### src/rtl/unidade_pc_pkg.sv
// unidade_pc_pkg: shared branch-operation codes, FSM states and default datapath width
package pacote_pc;
    localparam int LARG_PADRAO = 8;
    typedef enum logic [2:0] {
        T_SEQ  = 3'd0,
        T_BEQ  = 3'd1,
        T_BNEG = 3'd2,
        T_JMP  = 3'd3,
        T_CALL = 3'd4,
        T_RET  = 3'd5,
        T_HALT = 3'd6
    } tipo_t;
    typedef enum logic [1:0] {
        EXEC   = 2'd0,
        PARADO = 2'd1,
        ERRO   = 2'd2
    } estado_t;
endpackage

### src/rtl/unidade_pc_if.sv
// unidade_pc_if: PC-stage bus; slave = unidade_pc (takes control/flags/targets, drives pc and status), master = driver
interface unidade_pc_if #(
    parameter int LARG       = pacote_pc::LARG_PADRAO,
    parameter int PROF_PILHA = 4
);
    localparam int PW = $clog2(PROF_PILHA) + 1;
    logic            habilita;
    logic [2:0]      tipo_desvio;
    logic            zero;
    logic            negativo;
    logic [LARG-1:0] offset;
    logic [LARG-1:0] alvo;
    logic            retoma;
    logic [LARG-1:0] pc;
    logic            desvio_tomado;
    logic            parado;
    logic            erro_pilha;
    logic [PW-1:0]   profundidade;
    modport slave (
        input  habilita, tipo_desvio, zero, negativo, offset, alvo, retoma,
        output pc, desvio_tomado, parado, erro_pilha, profundidade
    );
    modport master (
        output habilita, tipo_desvio, zero, negativo, offset, alvo, retoma,
        input  pc, desvio_tomado, parado, erro_pilha, profundidade
    );
endinterface

### src/rtl/unidade_pc_pilha.sv
// pilha_retorno: return-address LIFO; push/pop/dado_in in, topo/cheia/vazia/profundidade out; illegal push/pop ignored
module pilha_retorno #(
    parameter int LARG = 8,
    parameter int PROF = 4,
    localparam int IW  = $clog2(PROF),
    localparam int PW  = IW + 1
) (
    input  logic            clock,
    input  logic            reset,
    input  logic            push,
    input  logic            pop,
    input  logic [LARG-1:0] dado_in,
    output logic [LARG-1:0] topo,
    output logic            cheia,
    output logic            vazia,
    output logic [PW-1:0]   profundidade
);
    logic [LARG-1:0] mem [PROF];
    logic [PW-1:0]   topo_idx;
    assign cheia    = profundidade == PW'(PROF);
    assign vazia    = profundidade == '0;
    assign topo_idx = profundidade - 1'b1;
    assign topo     = mem[topo_idx[IW-1:0]];
    // Entries need no reset: only slots below profundidade are ever read.
    always_ff @(posedge clock)
        if (push && !cheia) mem[profundidade[IW-1:0]] <= dado_in;
    always_ff @(posedge clock or posedge reset)
        if (reset) profundidade <= '0;
        else if (push && !cheia) profundidade <= profundidade + 1'b1;
        else if (pop && !vazia) profundidade <= profundidade - 1'b1;
endmodule

### src/rtl/unidade_pc.sv
// unidade_pc: registered PC with branch/jump/call/return/halt resolution; clock/reset plain, everything else on bus (slave)
module unidade_pc
    import pacote_pc::*;
#(
    parameter int              LARG       = LARG_PADRAO,
    parameter int              PROF_PILHA = 4,
    parameter logic [LARG-1:0] PC_RESET   = '0
) (
    input logic         clock,
    input logic         reset,
    unidade_pc_if.slave bus
);
    estado_t         estado, estado_n;
    logic [LARG-1:0] pc, pc_n, pc_mais1, pc_rel, topo;
    logic            tomado, tomado_n, push, pop, cheia, vazia;
    assign pc_mais1 = pc + 1'b1;
    // Same-width add modulo 2^LARG is identical to a sign-extended add.
    assign pc_rel   = pc_mais1 + bus.offset;
    pilha_retorno #(.LARG(LARG), .PROF(PROF_PILHA)) u_pilha (
        .clock(clock), .reset(reset), .push(push), .pop(pop), .dado_in(pc_mais1),
        .topo(topo), .cheia(cheia), .vazia(vazia), .profundidade(bus.profundidade)
    );
    always_ff @(posedge clock or posedge reset)
        if (reset) begin
            estado <= EXEC;
            pc     <= PC_RESET;
            tomado <= 1'b0;
        end else begin
            estado <= estado_n;
            pc     <= pc_n;
            tomado <= tomado_n;
        end
    always_comb begin
        estado_n = estado;
        pc_n     = pc;
        tomado_n = 1'b0;
        push     = 1'b0;
        pop      = 1'b0;
        case (estado)
            EXEC: if (bus.habilita)
                case (bus.tipo_desvio)
                    T_BEQ: begin
                        pc_n     = bus.zero ? pc_rel : pc_mais1;
                        tomado_n = bus.zero;
                    end
                    T_BNEG: begin
                        pc_n     = bus.negativo ? pc_rel : pc_mais1;
                        tomado_n = bus.negativo;
                    end
                    T_JMP: begin
                        pc_n     = bus.alvo;
                        tomado_n = 1'b1;
                    end
                    T_CALL: begin
                        estado_n = cheia ? ERRO : EXEC;
                        push     = !cheia;
                        pc_n     = cheia ? pc : bus.alvo;
                        tomado_n = !cheia;
                    end
                    T_RET: begin
                        estado_n = vazia ? ERRO : EXEC;
                        pop      = !vazia;
                        pc_n     = vazia ? pc : topo;
                        tomado_n = !vazia;
                    end
                    T_HALT: estado_n = PARADO;
                    default: pc_n = pc_mais1;
                endcase
            PARADO: if (bus.retoma && bus.habilita) begin
                estado_n = EXEC;
                pc_n     = pc_mais1;
            end
            default: ;
        endcase
    end
    assign bus.pc            = pc;
    assign bus.desvio_tomado = tomado;
    assign bus.parado        = estado == PARADO;
    assign bus.erro_pilha    = estado == ERRO;
endmodule

### src/flat_wrapper.sv
// flat-port wrapper written by rule: the top's interface ports become plain ports
module unidade_pc_flat import pacote_pc::*;
#(
    parameter int              LARG       = LARG_PADRAO,
    parameter int              PROF_PILHA = 4,
    parameter logic [LARG-1:0] PC_RESET   = '0
)
  (clock, reset, bus_habilita, bus_tipo_desvio, bus_zero, bus_negativo, bus_offset, bus_alvo, bus_retoma, bus_pc, bus_desvio_tomado, bus_parado, bus_erro_pilha, bus_profundidade);
  unidade_pc_if #(.LARG(LARG), .PROF_PILHA(PROF_PILHA)) bus_i ();
  input logic clock;
  input logic reset;
  input wire logic [$bits(bus_i.habilita)-1:0] bus_habilita;
  input wire logic [$bits(bus_i.tipo_desvio)-1:0] bus_tipo_desvio;
  input wire logic [$bits(bus_i.zero)-1:0] bus_zero;
  input wire logic [$bits(bus_i.negativo)-1:0] bus_negativo;
  input wire logic [$bits(bus_i.offset)-1:0] bus_offset;
  input wire logic [$bits(bus_i.alvo)-1:0] bus_alvo;
  input wire logic [$bits(bus_i.retoma)-1:0] bus_retoma;
  output wire logic [$bits(bus_i.pc)-1:0] bus_pc;
  output wire logic [$bits(bus_i.desvio_tomado)-1:0] bus_desvio_tomado;
  output wire logic [$bits(bus_i.parado)-1:0] bus_parado;
  output wire logic [$bits(bus_i.erro_pilha)-1:0] bus_erro_pilha;
  output wire logic [$bits(bus_i.profundidade)-1:0] bus_profundidade;
  assign bus_i.habilita = bus_habilita;
  assign bus_i.tipo_desvio = bus_tipo_desvio;
  assign bus_i.zero = bus_zero;
  assign bus_i.negativo = bus_negativo;
  assign bus_i.offset = bus_offset;
  assign bus_i.alvo = bus_alvo;
  assign bus_i.retoma = bus_retoma;
  assign bus_pc = bus_i.pc;
  assign bus_desvio_tomado = bus_i.desvio_tomado;
  assign bus_parado = bus_i.parado;
  assign bus_erro_pilha = bus_i.erro_pilha;
  assign bus_profundidade = bus_i.profundidade;
  unidade_pc #(.LARG(LARG), .PROF_PILHA(PROF_PILHA), .PC_RESET(PC_RESET)) u_core (.clock(clock), .reset(reset), .bus(bus_i));
endmodule
### config.mk
export PLATFORM = sky130hd
export DESIGN_NAME = unidade_pc_flat
export DESIGN_NICKNAME = d
export VERILOG_FILES = /design/src/rtl/unidade_pc_pkg.sv /design/src/rtl/unidade_pc_if.sv /design/src/rtl/unidade_pc_pilha.sv /design/src/rtl/unidade_pc.sv /design/src/flat_wrapper.sv
export SDC_FILE = /design/constraint.sdc
export NUM_CORES = 1
export LEC_CHECK = 0
export CORE_MARGIN = 2
export CORE_UTILIZATION = 59
export CTS_CLUSTER_DIAMETER = 80
export DETAILED_ROUTE_END_ITERATION = 6
export PLACE_DENSITY = 0.95
export SYNTH_ARGS = -nofsm -noshare
export SYNTH_HDL_FRONTEND = slang
export SYNTH_HIERARCHICAL = 1
export SYNTH_SLANG_ARGS = --single-unit
### constraint.sdc
create_clock -name clock -period 6.2 [get_ports clock]
set_input_delay 1.24 -clock clock [delete_from_list [all_inputs] [get_ports clock]]
set_output_delay 1.24 -clock clock [all_outputs]
set_load 0.01 [all_outputs]
# Word-level counts from Yosys, hierarchy flattened
# Memory sizes are Yosys's and may differ from the RTL's.
# Index checks and enable logic that the tools add are counted.
totals:
  mem_bits_rw: 32
  in_bits: 25
  wordCells: 62
  reg_bits: 14
  output_inout_bits: 14
  mem_count: 1
classes:
  n_mux: 27
  add_sub_neg: 4
  n_reduce_logical: 11
  eq_ne: 15
memory_table:
  columns: ["memory", "words", "word_bits", "rd", "rd_clocked_by_memory_dff", "write_ports", "line_no", "text"]
  rows:
  - ["u_core.u_pilha.mem", 4, 8, 1, 0, 1, "unidade_pc_pilha.sv:18", "logic [LARG-1:0] mem [PROF];"]
ops:
  columns: ["operator", "n"]
  rows:
  - ["$mux 8", 6]
  - ["$pmux 8 s6", 1]
  - ["$pmux 8 s2", 1]
  - ["$eq 3x3->1 const B", 4]
  - ["$mux 1", 10]
  - ["$add 8x1->8 const B", 1]
  - ["$add 8x8->8", 1]
  - ["$mux 2", 4]
  - ["$eq 3x2->1 const B", 2]
  - ["$mux 3", 2]
  - ["$ne 3x3->1 const B", 2]
  - ["$pmux 2 s3", 1]
  - ["$reduce_and 6->1", 1]
  - ["$pmux 1 s5", 1]
  - ["$ne 2x2->1 const B", 2]
  - ["$ne 4x3->1 const B", 1]
  - ["$pmux 2 s2", 1]
  - ["$reduce_and 4->1", 1]
  - ["$reduce_bool 2->1", 2]
  - ["$add 3x1->3 const B", 1]
  - ["$eq 3x1->1 const B", 1]
  - ["$logic_and 1x1->1", 3]
  - ["$logic_not 3->1", 1]
  - ["$sub 3x1->3 const B", 1]
  - ["other kinds (5)", 6]

# Depth between registers and ports, before layout
# Gate-level depths: netlist of the first run.
logic_depth:
  depth_word: 8
  ltp_mapped: 11
  ltp_nobuf: 11

# Modules after synthesis
# The synthesis of the first run kept the hierarchy.
by_module_without_submodules:
  columns: ["mod", "cells_per_inst", "n_inst", "area_per_inst_um2", "seq_area_each_um2"]
  rows:
  - ["pilha_retorno", 74, 1, 1453.9, 1036.0]
  - ["unidade_pc", 166, 1, 1381.3, 275.3]

# Least setup slack after synthesis of the first run
# OpenSTA, ideal clock, no wires.
synth_timing:
  kind: "input port to flip-flop"
  startpoint: "in bus_tipo_desvio[0]"
  endpoint: "mem u_core.u_pilha.mem[0][0], enable pin"
  stages: 6
  setup_ns: 0.310
  path_buffers: 2
  required_time_ns: 5.890
  t_arrival_ns: 2.601
  setup_slack_ns: 3.290
  cell_sequence: "buf_2 -> nor3b_2 -> nor3b_1 -> a21boi_2 -> buf_6 -> and2_2"
synth_via:
  elab_chain_len: 7
synth_rtl:
  columns: ["item", "line_no", "text"]
  rows:
  - ["start, declared", "flat_wrapper.sv:13", "input wire logic [$bits(bus_i.tipo_desvio)-1:0] bus_tipo_desvio;"]
  - ["$eq 3x3->1", "unidade_pc.sv:41", "case (bus.tipo_desvio)"]
  - ["$mux 1", "unidade_pc.sv:41", null]
  - ["$mux 1", "unidade_pc.sv:40", "EXEC: if (bus.habilita)"]
  - ["$mux 1", "unidade_pc.sv:39", "case (estado)"]
  - ["named net u_core.push", "unidade_pc.sv:15", "logic tomado, tomado_n, push, pop, cheia, vazia;"]
  - ["$logic_and 1x1->1", "unidade_pc_pilha.sv:26", "if (push && !cheia) mem[profundidade[IW-1:0]] <= dado_in;"]
  - ["$mux 1", "unidade_pc_pilha.sv:26", null]
  - ["$mux 1 (not written as such)", "unidade_pc_pilha.sv:26", null]
  - ["end, declared", "unidade_pc_pilha.sv:18", null]
# The timed path passes the listed nets, and every way through them passes these cells.

# Final worst setup path of the first run
layout_timing:
  startpoint: "in bus_tipo_desvio[0]"
  endpoint: "mem u_core.u_pilha.mem[3][1], enable pin"
# Same word-level chain as after synthesis.

==> impl_metrics.prom, run 1 <==
# TYPE chip_impl_metric gauge
chip_impl_info{name="run_status",value="completed"} 1
chip_impl_metric{name="post_synthesis_async_set_or_reset_flop_share",unit="%"} 30.4
chip_impl_info{name="crit_slowest_cell",value="clkdlybuf4s50_1"} 1
chip_impl_metric{name="route.layer.met1.wl",unit="mm"} 2.52
chip_impl_metric{name="ys.warnings.count",unit=""} 6
chip_impl_metric{name="total_clock_buffers_created_by_cts",unit=""} 5
chip_impl_metric{name="postRouteAntennaNets",unit=""} 0
chip_impl_info{name="dr.max_layer_used",value="met4"} 1
chip_impl_metric{name="total_gr_overflow",unit=""} 0
chip_impl_metric{name="nNetsFinal",unit=""} 315
chip_impl_metric{name="syn2layout_area_growth",unit="%"} 16.6
chip_impl_metric{name="synthesis.nets",unit=""} 280
chip_impl_metric{name="relSlewSlack",unit="%"} 49.5
chip_impl_metric{name="chipWidth",unit="um"} 73.3
chip_impl_metric{name="clockBufferDepth",unit=""} 2
chip_impl_metric{name="drt-pass1-iter-count",unit=""} 6
chip_impl_metric{name="grt_pass1_wl",unit="mm"} 9.91
chip_impl_metric{name="synth_simple_gate_area_share",unit="%"} 14.5
chip_impl_metric{name="rows",unit=""} 25
chip_impl_metric{name="port-buffer-count",unit=""} 38
chip_impl_metric{name="cts_htree_levels",unit=""} 2
chip_impl_metric{name="vdd.ir_drop.worst",unit="mV"} 0.244
chip_impl_metric{name="fp.dieH",unit="um"} 73.3
chip_impl_metric{name="syn_area_per_cell",unit="um2"} 11.8
chip_impl_info{name="clock-root-buffer",value="clkbuf_8"} 1
chip_impl_metric{name="finalPower",unit="uW"} 1330
chip_impl_metric{name="wl",unit="mm"} 6.29
chip_impl_metric{name="synth_adder_area_share",unit="%"} 6.88
chip_impl_metric{name="leakage_power_figure",unit="uW"} 0.00123
chip_impl_metric{name="drc",unit=""} 0
chip_impl_metric{name="design.portCount",unit=""} 39
chip_impl_metric{name="drv.max_cap_violation_count",unit=""} 0
chip_impl_metric{name="finalSetupTns",unit="ns"} 0
chip_impl_info{name="criticalPathCategory",value="primary input to flop"} 1
chip_impl_info{name="final_common_cell",value="clkdlybuf4s50_1"} 1
chip_impl_metric{name="final_min_period_over_clock_period",unit="%"} 60.2
chip_impl_metric{name="power_density",unit="nW/um2"} 403
chip_impl_metric{name="detailroute.wirelength.met2",unit="mm"} 3.07
chip_impl_metric{name="max_clock_freq",unit="MHz"} 268
chip_impl_metric{name="finalSetupViolations",unit=""} 0
chip_impl_metric{name="yosysSeqAreaShare",unit="%"} 46.2
chip_impl_metric{name="minimum_period_implied_by_the_final_worst_setup_slack",unit="ns"} 3.73
chip_impl_metric{name="synth-xor-area-share",unit="%"} 4.19
chip_impl_metric{name="core_area",unit="um2"} 4690
chip_impl_metric{name="post-cts-setup-buffer-count",unit=""} 0
chip_impl_metric{name="post_synth_inst_count",unit=""} 240
chip_impl_metric{name="post_route_cells_drive_above_1_share",unit="%"} 10.9
chip_impl_metric{name="synth_mux_area_share",unit="%"} 6.71
chip_impl_metric{name="cts_repair_resize_count",unit=""} 0
chip_impl_metric{name="synth.distinct_cells",unit=""} 59
chip_impl_metric{name="slew_viol_final",unit=""} 0
chip_impl_metric{name="fin_worst_hold_slack",unit="ns"} 0.502
chip_impl_info{name="start_kind",value="primary input"} 1
chip_impl_metric{name="clk-insertion-delay-late",unit="ns"} 0.31
chip_impl_metric{name="max_slew.worst_pin.slew",unit="ns"} 0.756
chip_impl_metric{name="timing.clock.skew",unit="ns"} 0.0126
chip_impl_info{name="synth_top_flop_cell",value="edfxtp_1"} 1
chip_impl_metric{name="die_area",unit="um2"} 5380
chip_impl_info{name="worstSetupEndpointType",value="flop"} 1
chip_impl_metric{name="wl_met3",unit="um"} 563
chip_impl_metric{name="synth_compound_area_share",unit="%"} 16.9
chip_impl_metric{name="antennaDiodeCount",unit=""} 0
chip_impl_metric{name="finalHoldViolations",unit=""} 0
chip_impl_metric{name="gr_usage_total",unit="%"} 25.1
chip_impl_metric{name="antenna_violations_before_repair",unit=""} 0
chip_impl_metric{name="synth.ff_latch_count",unit=""} 46
chip_impl_metric{name="detailed_place_hpwl",unit="mm"} 4.62
chip_impl_metric{name="wl_per_cell",unit="um"} 19.1
chip_impl_info{name="mostFrequentLayoutCells",value="38 x clkdlybuf4s50_1, 32 x edfxtp_1, 18 x inv_1, 14 x ha_1, 14 x dfrtp_1"} 1
chip_impl_info{name="tritoncts_clock_tree",value="yes"} 1
chip_impl_metric{name="routed-via-count",unit=""} 2164
chip_impl_metric{name="worstPathMaxFanout",unit=""} 21
chip_impl_metric{name="initial_core_util",unit="%"} 60.4
chip_impl_metric{name="via_per_inst",unit=""} 6.56
chip_impl_metric{name="cts.clk_slew.worst_paths",unit="ns"} 0.08
chip_impl_metric{name="clock_sink_count",unit=""} 46
chip_impl_metric{name="gp_routability_congestion",unit=""} 0.883
chip_impl_metric{name="dr.first_iter.drc_count",unit=""} 282
chip_impl_metric{name="area_of_the_mapped_netlist",unit="um2"} 2840
chip_impl_info{name="unrepaired_setup_endpoints_after_global_routing",value="false"} 1
chip_impl_metric{name="critical_path_arrival",unit="ns"} 3.73
chip_impl_metric{name="first_global_vias",unit=""} 2087
chip_impl_info{name="combinational_family_with_the_most_area_after_synthesis",value="compound AO/OA/AOI/OAI gates"} 1
chip_impl_metric{name="required_time_of_the_critical_path",unit="ns"} 6.20
chip_impl_metric{name="cts_hold_buf",unit=""} 0
chip_impl_info{name="critical_path.cell_chain",value="clkdlybuf4s50_1 -> nor3b_2 -> nor3b_1 -> a21boi_2 -> and2_2"} 1
chip_impl_metric{name="cpPeakStageDelay",unit="ns"} 0.75
chip_impl_metric{name="pin_count_of_the_biggest_net_entering_global_routing",unit=""} 22
chip_impl_info{name="timing.hold.worst.class",value="flop to flop"} 1
chip_impl_metric{name="synth-edff-count",unit=""} 32
-- synth_stat cells (all sizes together) (4+ instances only) --
cell	instances	area (um2)
xnor2	8	70.1
and2	6	46.3
a222oi	4	40.0
o21ai	12	60.1
buf	8	55.1
nand3b	5	37.5
nand3	7	35.0
inv	18	67.6
nor3b	5	42.5
nor2b	8	50.1
nor2	9	33.8
dfrtp	14	350
a22oi	4	30.0
nand2	10	37.5
edfxtp	32	961
nand2b	5	31.3
a21oi	8	43.8
a22o	9	78.8
mux4	8	180
ha	14	175
-- cells by family (layout without fill, tap and decap cells) --
kind of cell	Yosys count	after routing
buffers and inverters	28	64
AOI/OAI and AO/OA	62	62
muxes	9	9
DFF	46	46
adders and majority gates	15	15
and+or+nand+nor	68	68
xor gates and xnor gates	12	12
-- metal layers --
layer	global-route usage, %	up-vias
met1	32.8	1034
met2	40.6	122
met3	6.45	18
met5	0	-
li1	-	990
met4	9.70	0
-- final cells by class --
type                            instances  area (um2)
Inverter                               18        67.6
Timing Repair Buffer                   38         380
Fill cell                             321        1390
Clock inverter                          2        13.8
Clock buffer                            6        72.6
Multi-Input combinational cell        166        1390
Sequential cell                        46        1310
Tap cell                               54        67.6
-- state kept, by name, indices dropped and copies added (netlist names) --
name	count
u_core/estado	2
u_core/bus.pc	8
u_core/bus.desvio_tomado	1
u_core/u_pilha/mem	32
u_core/u_pilha/profundidade	3
-- power by group --
group | internal [uW] | total, uW | switching [uW]
logic | 327 | 664 | 337
clock network | 79.7 | 184 | 104
registers | 408 | 484 | 75.2
-- critical path: cells and delay by family --
| family | cells | cell delay (ns) |
|---|---|---|
| AND/OR/NAND/NOR | 3 | 1.33 |
| buffers and inverters | 1 | 0.75 |
| AO/OA/AOI/OAI | 1 | 0.41 |
-- through the flow --
step	instance area [um2]	worst slack, ns	cells	util [%]
3_3_place_gp	3220	2.32	322	68.6
3_5_place_dp	3220	2.19	322	68.6
5_1_grt	3310	2.21	330	70.5
4_1_cts	3310	2.54	330	70.5
2_1_floorplan	2840	3.29	240	-
6_report	3310	2.47	330	70.5
-- worst paths after layout --
path                                                start  slack, ns  cells past startpoint                             end
setup / recovery                       bus_tipo_desvio[0]       2.47                      5        u_core/u_pilha/mem[3][1]
hold / removal                           u_core/estado[1]       0.50                      1                u_core/estado[1]
setup reg to reg           u_core/u_pilha/profundidade[0]       3.23                      7                u_core/bus.pc[0]
hold reg to reg                          u_core/estado[1]       0.50                      1                u_core/estado[1]
max in group asynchronous                           reset       4.61                      2                u_core/bus.pc[7]
min in group asynchronous                           reset       1.13                      2  u_core/u_pilha/profundidade[2]
(Power assumes the default switching activity.)
==> run 2, diff against run 1 <==
CORE_UTILIZATION = 55   (was 59)
PLACE_DENSITY = 0.9   (was 0.95)
clock period = 3.7 ns   (was 6.2 ns; I/O delays follow)
==> impl_metrics.prom, run 2 (synthesis results as in run 1) <==
# TYPE chip_impl_metric gauge
chip_impl_metric{name="port-buffer-count",unit=""} 38
chip_impl_metric{name="clock_sink_count",unit=""} 46
chip_impl_info{name="critPathTopFamily",value="XOR/XNOR gates"} 1
chip_impl_info{name="timing.hold.worst.class",value="flop to flop"} 1
chip_impl_info{name="startpoint",value="u_core/bus.pc[0]"} 1
chip_impl_metric{name="max_slew.worst_pin.slew",unit="ns"} 0.749
chip_impl_metric{name="cts_hold_buf",unit=""} 0
chip_impl_metric{name="cpPeakStageDelay",unit="ns"} 0.48
chip_impl_metric{name="wl_per_cell",unit="um"} 18.6
chip_impl_info{name="unrepaired_setup_endpoints_after_global_routing",value="false"} 1
chip_impl_metric{name="power_density",unit="nW/um2"} 679
chip_impl_metric{name="netSwitchingPower",unit="uW"} 899
chip_impl_metric{name="die_area",unit="um2"} 5740
chip_impl_metric{name="nNetsFinal",unit=""} 318
chip_impl_metric{name="power_switching_share",unit="%"} 39.4
chip_impl_metric{name="initial_core_util",unit="%"} 56.2
chip_impl_metric{name="worst-r2r-setup-slack",unit="ns"} 0.85
chip_impl_metric{name="post-route-util",unit="%"} 66.6
chip_impl_metric{name="clk-insertion-delay-late",unit="ns"} 0.30
chip_impl_metric{name="antennaDiodeCount",unit=""} 0
chip_impl_info{name="critical_path.cell_chain",value="ha_1 -> nand3_1 -> xnor2_1 -> ha_1 -> nand3_1 -> o22ai_1 -> o41ai_1 -> xor2_1 -> a21oi_1 -> nor2_1"} 1
chip_impl_metric{name="gp_routability_congestion",unit=""} 0.906
chip_impl_metric{name="crit_cells",unit=""} 10
chip_impl_metric{name="design.portCount",unit=""} 39
chip_impl_metric{name="cts.clk_slew.worst_paths",unit="ns"} 0.10
chip_impl_info{name="crit_slowest_cell",value="dfrtp_1"} 1
chip_impl_metric{name="wl",unit="mm"} 6.48
chip_impl_metric{name="minimum_period_implied_by_the_final_worst_setup_slack",unit="ns"} 2.85
chip_impl_info{name="worst_setup_path_endpoint",value="u_core/bus.pc[7]"} 1
chip_impl_metric{name="core_area",unit="um2"} 5040
chip_impl_metric{name="postRouteAntennaNets",unit=""} 0
chip_impl_info{name="worstReg2RegStart",value="u_core/bus.pc[0]"} 1
chip_impl_info{name="clock-root-buffer",value="clkbuf_8"} 1
chip_impl_metric{name="p_int",unit="uW"} 1380
chip_impl_metric{name="timing.clock.skew",unit="ns"} 0.0114
chip_impl_metric{name="via_per_inst",unit=""} 6.17
chip_impl_metric{name="seq_power_share",unit="%"} 34.4
chip_impl_metric{name="antenna_violations_before_repair",unit=""} 0
chip_impl_metric{name="pin_count_of_the_biggest_net_entering_global_routing",unit=""} 21
chip_impl_metric{name="post_route_cells_drive_above_1_share",unit="%"} 12.2
chip_impl_metric{name="critical_path_arrival",unit="ns"} 3.09
chip_impl_info{name="mostFrequentLayoutCells",value="38 x clkdlybuf4s50_1, 32 x edfxtp_1, 18 x inv_1, 14 x ha_1, 14 x dfrtp_1"} 1
chip_impl_info{name="start_kind",value="flop"} 1
chip_impl_metric{name="first_global_vias",unit=""} 2105
chip_impl_metric{name="required_time_of_the_critical_path",unit="ns"} 3.94
chip_impl_info{name="final_common_cell",value="clkdlybuf4s50_1"} 1
chip_impl_metric{name="combinationalPowerShare",unit="%"} 51.7
chip_impl_metric{name="clock_network_fraction_of_design_power",unit="%"} 13.8
chip_impl_metric{name="fin_worst_hold_slack",unit="ns"} 0.527
chip_impl_metric{name="gr_usage_total",unit="%"} 24.2
chip_impl_metric{name="post-cts-setup-buffer-count",unit=""} 0
chip_impl_metric{name="syn2layout_area_growth",unit="%"} 18.4
chip_impl_metric{name="largest_register_ffs",unit=""} 32
chip_impl_info{name="worstSetupEndpointType",value="flop"} 1
chip_impl_metric{name="clockBufferDepth",unit=""} 2
chip_impl_metric{name="total_clock_buffers_created_by_cts",unit=""} 5
chip_impl_metric{name="slew_viol_final",unit=""} 0
chip_impl_info{name="run_status",value="completed"} 1
chip_impl_metric{name="finalSetupTns",unit="ns"} 0
chip_impl_metric{name="max_clock_freq",unit="MHz"} 351
chip_impl_metric{name="cts_repair_resize_count",unit=""} 0
chip_impl_metric{name="dr.first_iter.drc_count",unit=""} 312
chip_impl_metric{name="detailed_place_hpwl",unit="mm"} 4.81
chip_impl_metric{name="worst_r2r_path_depth",unit=""} 10
chip_impl_metric{name="crit_buf_inv",unit=""} 0
chip_impl_metric{name="final_min_period_over_clock_period",unit="%"} 77.0
chip_impl_metric{name="worstPathMaxFanout",unit=""} 7
chip_impl_metric{name="leakage_power_figure",unit="uW"} 0.00125
chip_impl_metric{name="vdd.ir_drop.worst",unit="mV"} 0.464
chip_impl_info{name="criticalPathCategory",value="flop to flop"} 1
chip_impl_metric{name="drt-pass1-iter-count",unit=""} 5
chip_impl_metric{name="grt_pass1_wl",unit="mm"} 10.1
chip_impl_metric{name="fp.dieH",unit="um"} 75.8
chip_impl_info{name="regToRegEndpoint",value="u_core/bus.pc[7]"} 1
chip_impl_metric{name="chipWidth",unit="um"} 75.8
chip_impl_metric{name="relSlewSlack",unit="%"} 49.9
chip_impl_metric{name="finalHoldViolations",unit=""} 0
chip_impl_metric{name="cts_htree_levels",unit=""} 2
chip_impl_metric{name="total_gr_overflow",unit=""} 0
chip_impl_metric{name="finalSetupViolations",unit=""} 0
chip_impl_metric{name="drv.max_cap_violation_count",unit=""} 0
chip_impl_info{name="tritoncts_clock_tree",value="yes"} 1
chip_impl_metric{name="drc",unit=""} 0
chip_impl_metric{name="rows",unit=""} 26
chip_impl_metric{name="routed-via-count",unit=""} 2153
## run 2: cell types whose count changed in the layout (fill, tap and decap cells not counted), sizes merged
cell and change:
buf +3, clkbuf -1, clkinv -2, clkinvlp +2
inv +1
## run 2: cell type report
cell class	count	area, um2
fill	376	1690
multi-input combinational	166	1390
timing repair buffer	41	403
clock buffer	5	68.8
tap	70	87.6
sequential	46	1310
inverter	18	67.6
clock inverter	3	23.8
## run 2: worst min-delay path by stage
| stage | from | end | slack [ns] | cells after the start |
|---|---|---|---|---|
| 6_report | u_core/estado[1] | u_core/estado[1] | 0.53 | 1 |
| 5_1_grt | u_core/estado[1] | u_core/estado[1] | 0.54 | 1 |
| 4_1_cts | u_core/estado[1] | u_core/estado[1] | 0.51 | 1 |
| 3_5_place_dp | u_core/estado[1] | u_core/estado[1] | 0.49 | 1 |
| 3_3_place_gp | u_core/estado[1] | u_core/estado[1] | 0.48 | 1 |
| 2_1_floorplan | u_core/estado[1] | u_core/estado[1] | 0.45 | 1 |
## run 2: routing by layer
| layer | track usage, % | up-vias | wire, um |
|---|---|---|---|
| met3 | 5.03 | 17 | 433 |
| li1 | - | 988 | - |
| met1 | 31.7 | 1035 | 2690 |
| met2 | 39.8 | 113 | 3190 |
| met5 | 0 | - | 0 |
| met4 | 8.77 | 0 | 158 |
## run 2: power by group through the flow
stage	Sequential (uW)	Combinational, uW	Clock, uW
CTS	783	1170	320
finish	785	1180	315
floorplan	801	769	0
global route	797	1280	341
detailed placement	795	1160	0
global placement	787	1120	0
## run 2: worst reg2reg max path, stage by stage, from the launching register on
cell	delay, ns
dfrtp_1	0.48
ha_1	0.27
nand3_1	0.20
xnor2_1	0.45
ha_1	0.37
nand3_1	0.09
o22ai_1	0.14
o41ai_1	0.36
xor2_1	0.22
a21oi_1	0.10
nor2_1	0.12
## run 2: metrics by stage
step	instances	worst slack, ns	power, uW	area, um2
after floorplan	240	1.29	1570	2840
after global placement	341	0.743	1910	3260
after detailed placement	341	0.641	1950	3260
after CTS	349	0.896	2270	3360
after global routing	349	0.668	2420	3360
final	349	0.850	2280	3360
